[src/rtl/perf_access_ctrl.sv]
// rtl/perf_access_ctrl.sv - profile login controller with retry counting and timed lockout
module perf_access_ctrl #(
    parameter int                    PW          = 3,
    parameter logic [(1<<PW)-1:0]    VALID_MASK  = 8'h6A,
    parameter int                    MAX_TRIES   = 3,
    parameter int                    LOCK_CYCLES = 8
) (
    input  logic          clk,
    input  logic          rst_n,
    input  logic [PW-1:0] perf,
    input  logic          confirm,
    input  logic          logout,
    output logic          valid_out,
    output logic          active,
    output logic [PW-1:0] perf_act,
    output logic          err,
    output logic          locked,
    output logic [3:0]    tries
);

    localparam int LCW = $clog2(LOCK_CYCLES + 1);

    typedef enum logic [1:0] {
        IDLE   = 2'd0,
        ACTIVE = 2'd1,
        LOCKED = 2'd2
    } state_t;

    state_t         state;
    state_t         state_nxt;
    logic [LCW-1:0] lock_cnt;
    logic [3:0]     tries_inc;
    logic           attempt_ok;
    logic           attempt_bad;
    logic           lock_done;
    logic           hit_limit;

    assign valid_out   = VALID_MASK[perf];
    assign attempt_ok  = (state == IDLE) && confirm && valid_out;
    assign attempt_bad = (state == IDLE) && confirm && !valid_out;
    assign tries_inc   = tries + 4'd1;
    assign hit_limit   = (tries_inc == 4'(MAX_TRIES));
    assign lock_done   = (lock_cnt == '0);

    always_ff @(posedge clk or negedge rst_n) begin
        if (!rst_n) begin
            state <= IDLE;
        end else begin
            state <= state_nxt;
        end
    end

    always_comb begin
        state_nxt = state;
        case (state)
            IDLE: begin
                if (attempt_ok) begin
                    state_nxt = ACTIVE;
                end else if (attempt_bad && hit_limit) begin
                    state_nxt = LOCKED;
                end
            end
            ACTIVE: begin
                if (logout) begin
                    state_nxt = IDLE;
                end
            end
            LOCKED: begin
                if (lock_done) begin
                    state_nxt = IDLE;
                end
            end
            default: state_nxt = IDLE;
        endcase
    end

    always_comb begin
        active = (state == ACTIVE);
        locked = (state == LOCKED);
    end

    // Session data, retry count and lockout timer; confirm only counts in IDLE.
    always_ff @(posedge clk or negedge rst_n) begin
        if (!rst_n) begin
            perf_act <= '0;
            err      <= 1'b0;
            tries    <= 4'd0;
            lock_cnt <= '0;
        end else begin
            err <= attempt_bad;
            if (attempt_ok) begin
                perf_act <= perf;
                tries    <= 4'd0;
            end else if (attempt_bad) begin
                tries <= tries_inc;
                if (hit_limit) begin
                    lock_cnt <= LCW'(LOCK_CYCLES - 1);
                end
            end
            if (state == ACTIVE && logout) begin
                perf_act <= '0;
            end
            if (state == LOCKED) begin
                if (lock_done) begin
                    tries <= 4'd0;
                end else begin
                    lock_cnt <= lock_cnt - LCW'(1);
                end
            end
        end
    end

endmodule

[config.mk]
export PLATFORM = sky130hd
export DESIGN_NAME = perf_access_ctrl
export DESIGN_NICKNAME = d
export VERILOG_FILES = /design/src/rtl/perf_access_ctrl.sv
export SDC_FILE = /design/constraint.sdc
export NUM_CORES = 1
export LEC_CHECK = 0
export ABC_CLOCK_PERIOD_IN_PS = 2000
export BUFFER_PORTS_ARGS = -buffer_cell sky130_fd_sc_hd__buf_2
export CORE_MARGIN = 3
export CORE_UTILIZATION = 50
export CTS_CLUSTER_SIZE = 12
export DETAILED_ROUTE_END_ITERATION = 6
export PLACE_DENSITY = 0.73
export SLEW_MARGIN = 20
export SYNTH_ARGS = -nofsm -noshare
export SYNTH_HDL_FRONTEND = slang
export SYNTH_SLANG_ARGS = --single-unit
[constraint.sdc]
create_clock -name clk -period 2 [get_ports clk]
set_input_delay 0.2 -clock clk [delete_from_list [all_inputs] [get_ports clk]]
set_output_delay 0.2 -clock clk [all_outputs]
set_load 0.01 [all_outputs]
After elaboration in Yosys (flattened, before gate mapping)
Memories as Yosys holds them, arrays and structs flattened.
Index checks and enable logic that the tools add are counted.
{ "totals": {"regBits": 14, "rom_bits": 8, "input_bits": 7, "word_cells": 42, "n_memories": 1} }
{ "memory_table": {"columns": ["memory", "depth", "word_bits", "read_ports", "rd_clocked_by_memory_dff", "write_ports", "line_no", "text"], "rows": [
  ["(no name shown)", 8, 1, 1, 0, 0, "38", "assign valid_out = VALID_MASK[perf];"]
]} }
{ "op_classes": {"addsub": 2, "n_lt_le_gt_ge": 1, "n_eq_ne": 6, "mux": 17, "n_reduce_logical": 10} }
{ "ops": {"columns": ["operator", "count"], "rows": [
  ["$mux W4", 9],
  ["$mux W2", 4],
  ["$mux W3", 2],
  ["$pmux W2 S3", 1],
  ["$logic_and A1 B1 Y1", 5],
  ["$add A4 B1 Y4 const B", 1],
  ["$eq A4 B2 Y1 const B", 1],
  ["$logic_not A4 Y1", 1],
  ["$lt A3 B4 Y1 const B", 1],
  ["$sub A4 B1 Y4 const B", 1],
  ["$ne A3 B2 Y1 const B", 1],
  ["$reduce_and A3 Y1", 1],
  ["$eq A2 B1 Y1 const B", 1],
  ["$eq A2 B2 Y1 const B", 1],
  ["$logic_not A2 Y1", 1],
  ["$ne A2 B1 Y1 const B", 1],
  ["$ne A2 B2 Y1 const B", 1],
  ["$reduce_bool A2 Y1", 1],
  ["$logic_not A1 Y1", 1],
  ["$mux W1", 1]
]} }

Logic depth before layout (Yosys ltp)
{ "depth": {"ltp_word": 8, "depth_mapped": 6, "depth_no_buf": 6} }

Worst setup path after synthesis
OpenSTA, ideal clock, no wires.
{ "synth_path": {"path_type": "reg2reg", "start": "register state[1]", "end": "register lock_cnt[3]", "arrival_time_ns": 1.464, "required_ns": 1.878, "path_slack_ns": 0.414, "stages_incl_launch_ff": 6, "path_buffers": 1, "synth_period_minus_slack_ns": 1.586, "cell_sequence": "dfrtp_1 > or3b_1 > buf_6 > nor3_4 > nand3_4 > a32o_1"} }
{ "synth_between": {"elab_chain_cells": 7, "elab_cells_between_ends": 9, "classes_between": "1 x eq/ne; 4 x mux; 4 x reduce/logical"} }
{ "synth_lines": {"columns": ["item", "line_no", "text"], "rows": [
  ["start: declaration", "29", "state_t state;"],
  ["start signal: assignment", "49", "state <= state_nxt;"],
  ["$logic_not A2 Y1 *", "40", "assign attempt_bad = (state == IDLE) && confirm && !valid_out;"],
  ["$logic_and A1 B1 Y1 * (2 in a row)", "40", null],
  ["net attempt_bad", "34", "logic attempt_bad;"],
  ["$mux W4 *", "94", "end else if (attempt_bad) begin"],
  ["$mux W4 *", "91", "if (attempt_ok) begin"],
  ["$mux W4", "104", "if (lock_done) begin"],
  ["$mux W4 *", "103", "if (state == LOCKED) begin"],
  ["end signal: assignment", "97", "lock_cnt <= LCW'(LOCK_CYCLES - 1);"],
  ["end signal: assignment", "107", "lock_cnt <= lock_cnt - LCW'(1);"],
  ["end: declaration", "31", "logic [LCW-1:0] lock_cnt;"]
]} }
The timed path passes the listed nets; every way through them passes the cells marked *.
A chain may end at the register's enable or synchronous reset.

Final worst setup path
Same ends and word-level chain as after synthesis.

==> results.yml <==
power:
  p_per_area_mw_per_mm2: 1230
  vdd_drop_max_uv: 609
  p_leak_nw: 0.486
setup_path:
  crit_path_end_kind: "flop"
  worstSetupStartpointType: "flop"
  crit_type: "flop to flop"
  worst-endpoint-arrival_ns: 1.89
  required_ns: 2.16
  reg2regPathDepth: 4
  path_max_fanout: 8
  rrSetupSlack_ns: 0.26
floorplanning:
  die_area_mm2: 0.00206
  ios: 18
  die_w_um: 45.4
  start_util: 0.562
  core_area_mm2: 0.00138
  die_h_um: 45.4
  num_rows: 13
place:
  place_congestion: 0.824
  pre_cts_slack_ns: 0.287
  hpwl_um: 1120
  postPlaceCellArea_um2: 870
  io_buffers: 17
route:
  drc: 0
  routedWlPerCell_um: 13.1
  drt-total-wl_um: 1460
  ant_nets: 0
  first_pass_iters: 3
  drtIter0Drc: 13
  via_count: 615
  via_per_inst: 5.54
timing:
  finalWorstSetupSlack_ns: 0.264
  post-route-period-util: 0.868
  relSlewSlack: 0.540
  fin_skew_ns: 0.00581
  finalHoldViolCount: 0
  drv_slew: 0
  rsz0062_at_grt: "false"
  finalCriticalPeriod_ns: 1.74
  fmax_ghz: 0.576
  finalSetupViolCount: 0
  finalSetupTns_ns: 0
  worstMarginPinSlew_ns: 0.684
  whs_ns: 0.133
layout:
  finalNetCount: 108
  final_common_cell: "buf_2"
  final_cell_mix: "buf_2, dfrtp_1, nor2_1, inv_1, a21oi_1"
  multi_input_area_um2: 393
  drive_above_1_share: 0.260
  fillers: 110
  synthToLayoutAreaGrowth_pct: 16.1
  fin_area_um2: 902
  regArea_um2: 350
  n_antenna_cell: 0
logic_synthesis:
  yosys.area.top_type_share: 0.451
  ys.flop_type: "dfrtp_1"
  ys_seq_area_frac: 0.451
  synth-async-reset-ratio: 1.00
  synth_cell_types: 31
  synth_edf_count: 0
  yosysWarnings: 0
  syn_avg_cell_area_um2: 10.2
  synth.top_cells.by_area: "dfrtp_1, mux2i_1, ha_1"
  synth_top_area_cell: "dfrtp_1"
  syn_area_um2: 777
  syn_nets: 86
  synth_seq_cells: 14
  syn_inst: 76
clock_tree:
  clock_tree.root_cell: "clkbuf_4"
  clock_path_buffers: 2
  clkSlewWorstSetupHoldPaths_ns: 0.07
  cts_tree: "done"
  cts_sinks: 14
  numCtsBuffers: 3
  clk_latency_ns: 0.27
  cts_setup_buffers: 0
  cts.repair.resized: 0
  h-tree-depth: 1
job:
  maxCapViolations: 0
global_routing:
  antenna_found_initial: 0
  overflow: 0
  grt_pass1_vias: 539
  grt_max_degree: 15
  grt_pass1_wl_um: 2420
  grt_usage: 0.168
worst_hold_path:
  hp-class: "primary input to flop"
  hold_depth: 2
run_status:
  status: "finished clean"
## worst max-delay path, cell delays in order, from the launching register on
cell and delay (ns):
dfrtp_1 0.40, or3b_1 0.52, nor3_4 0.30, nand3_4 0.13, a32o_1 0.28
## what timing repair did
action                     4_1_cts  5_1_grt
setup endpoints to repair        0        0
hold buffers                     1        0
hold endpoints to repair        14        0
## through the flow
step,power (mW),cells,util
after global routing,1.22,111,0.652
after CTS,1.12,111,0.652
after global placement,0.950,107,0.629
final,1.11,111,0.652
after detailed placement,0.968,107,0.629
after floorplan,0.827,76,-
## cells by family after synthesis
family	after synthesis	synth area share
AND/OR/NAND/NOR	30	0.242
AO/OA/AOI/OAI	17	0.153
flip-flops	14	0.451
buffers and inverters	7	0.0435
multiplexers	4	0.0515
adder cells (fa/ha/maj)	3	0.0483
XOR/XNOR	1	0.0113
## final cells by class
type                       instances  area share
inverter                           6      0.0250
sequential                        14       0.388
tap                               15      0.0208
clock buffer                       3      0.0250
multi-input combinational         55       0.436
timing repair buffer              18       0.105
## where the power goes
group | internal (mW) | total, mW | switching [mW] | leakage (nW)
sequential | 0.385 | 0.489 | 0.103 | 0.178
combinational | 0.206 | 0.475 | 0.269 | 0.294
clock | 0.0697 | 0.148 | 0.0786 | 0.0138
## layer usage
layer | up-vias | share of wire | track usage
li1 | 313 | - | -
met1 | 282 | 0.46 | 0.200
met2 | 18 | 0.47 | 0.273
met3 | 2 | 0.062 | 0.0711
met4 | 0 | 0.0082 | 0.0526
met5 | - | 0 | 0
## registers in the layout (all words and copies together) (netlist names)
name      flops
lock_cnt      4
tries         4
perf_act      3
state         2
err           1
## Yosys cell counts (2+ instances only)
library cell,instances
dfrtp_1,14
nor2_1,9
inv_1,6
a21oi_1,5
mux2i_1,4
o21ai_0,4
ha_1,3
nand3b_1,3
nor3_1,3
and2_1,2
nand2_1,2
nor4_1,2
## path summary, 6_finish.rpt
check / startpoint / to
hold / removal: logout / state[0]
hold reg to reg: perf_act[2] / perf_act[2]
setup / recovery: state[1] / lock_cnt[3]
max in group asynchronous: rst_n / lock_cnt[2]
min in group asynchronous: rst_n / tries[0]
setup reg to reg: state[1] / lock_cnt[3]
(Power assumes the default switching activity.)
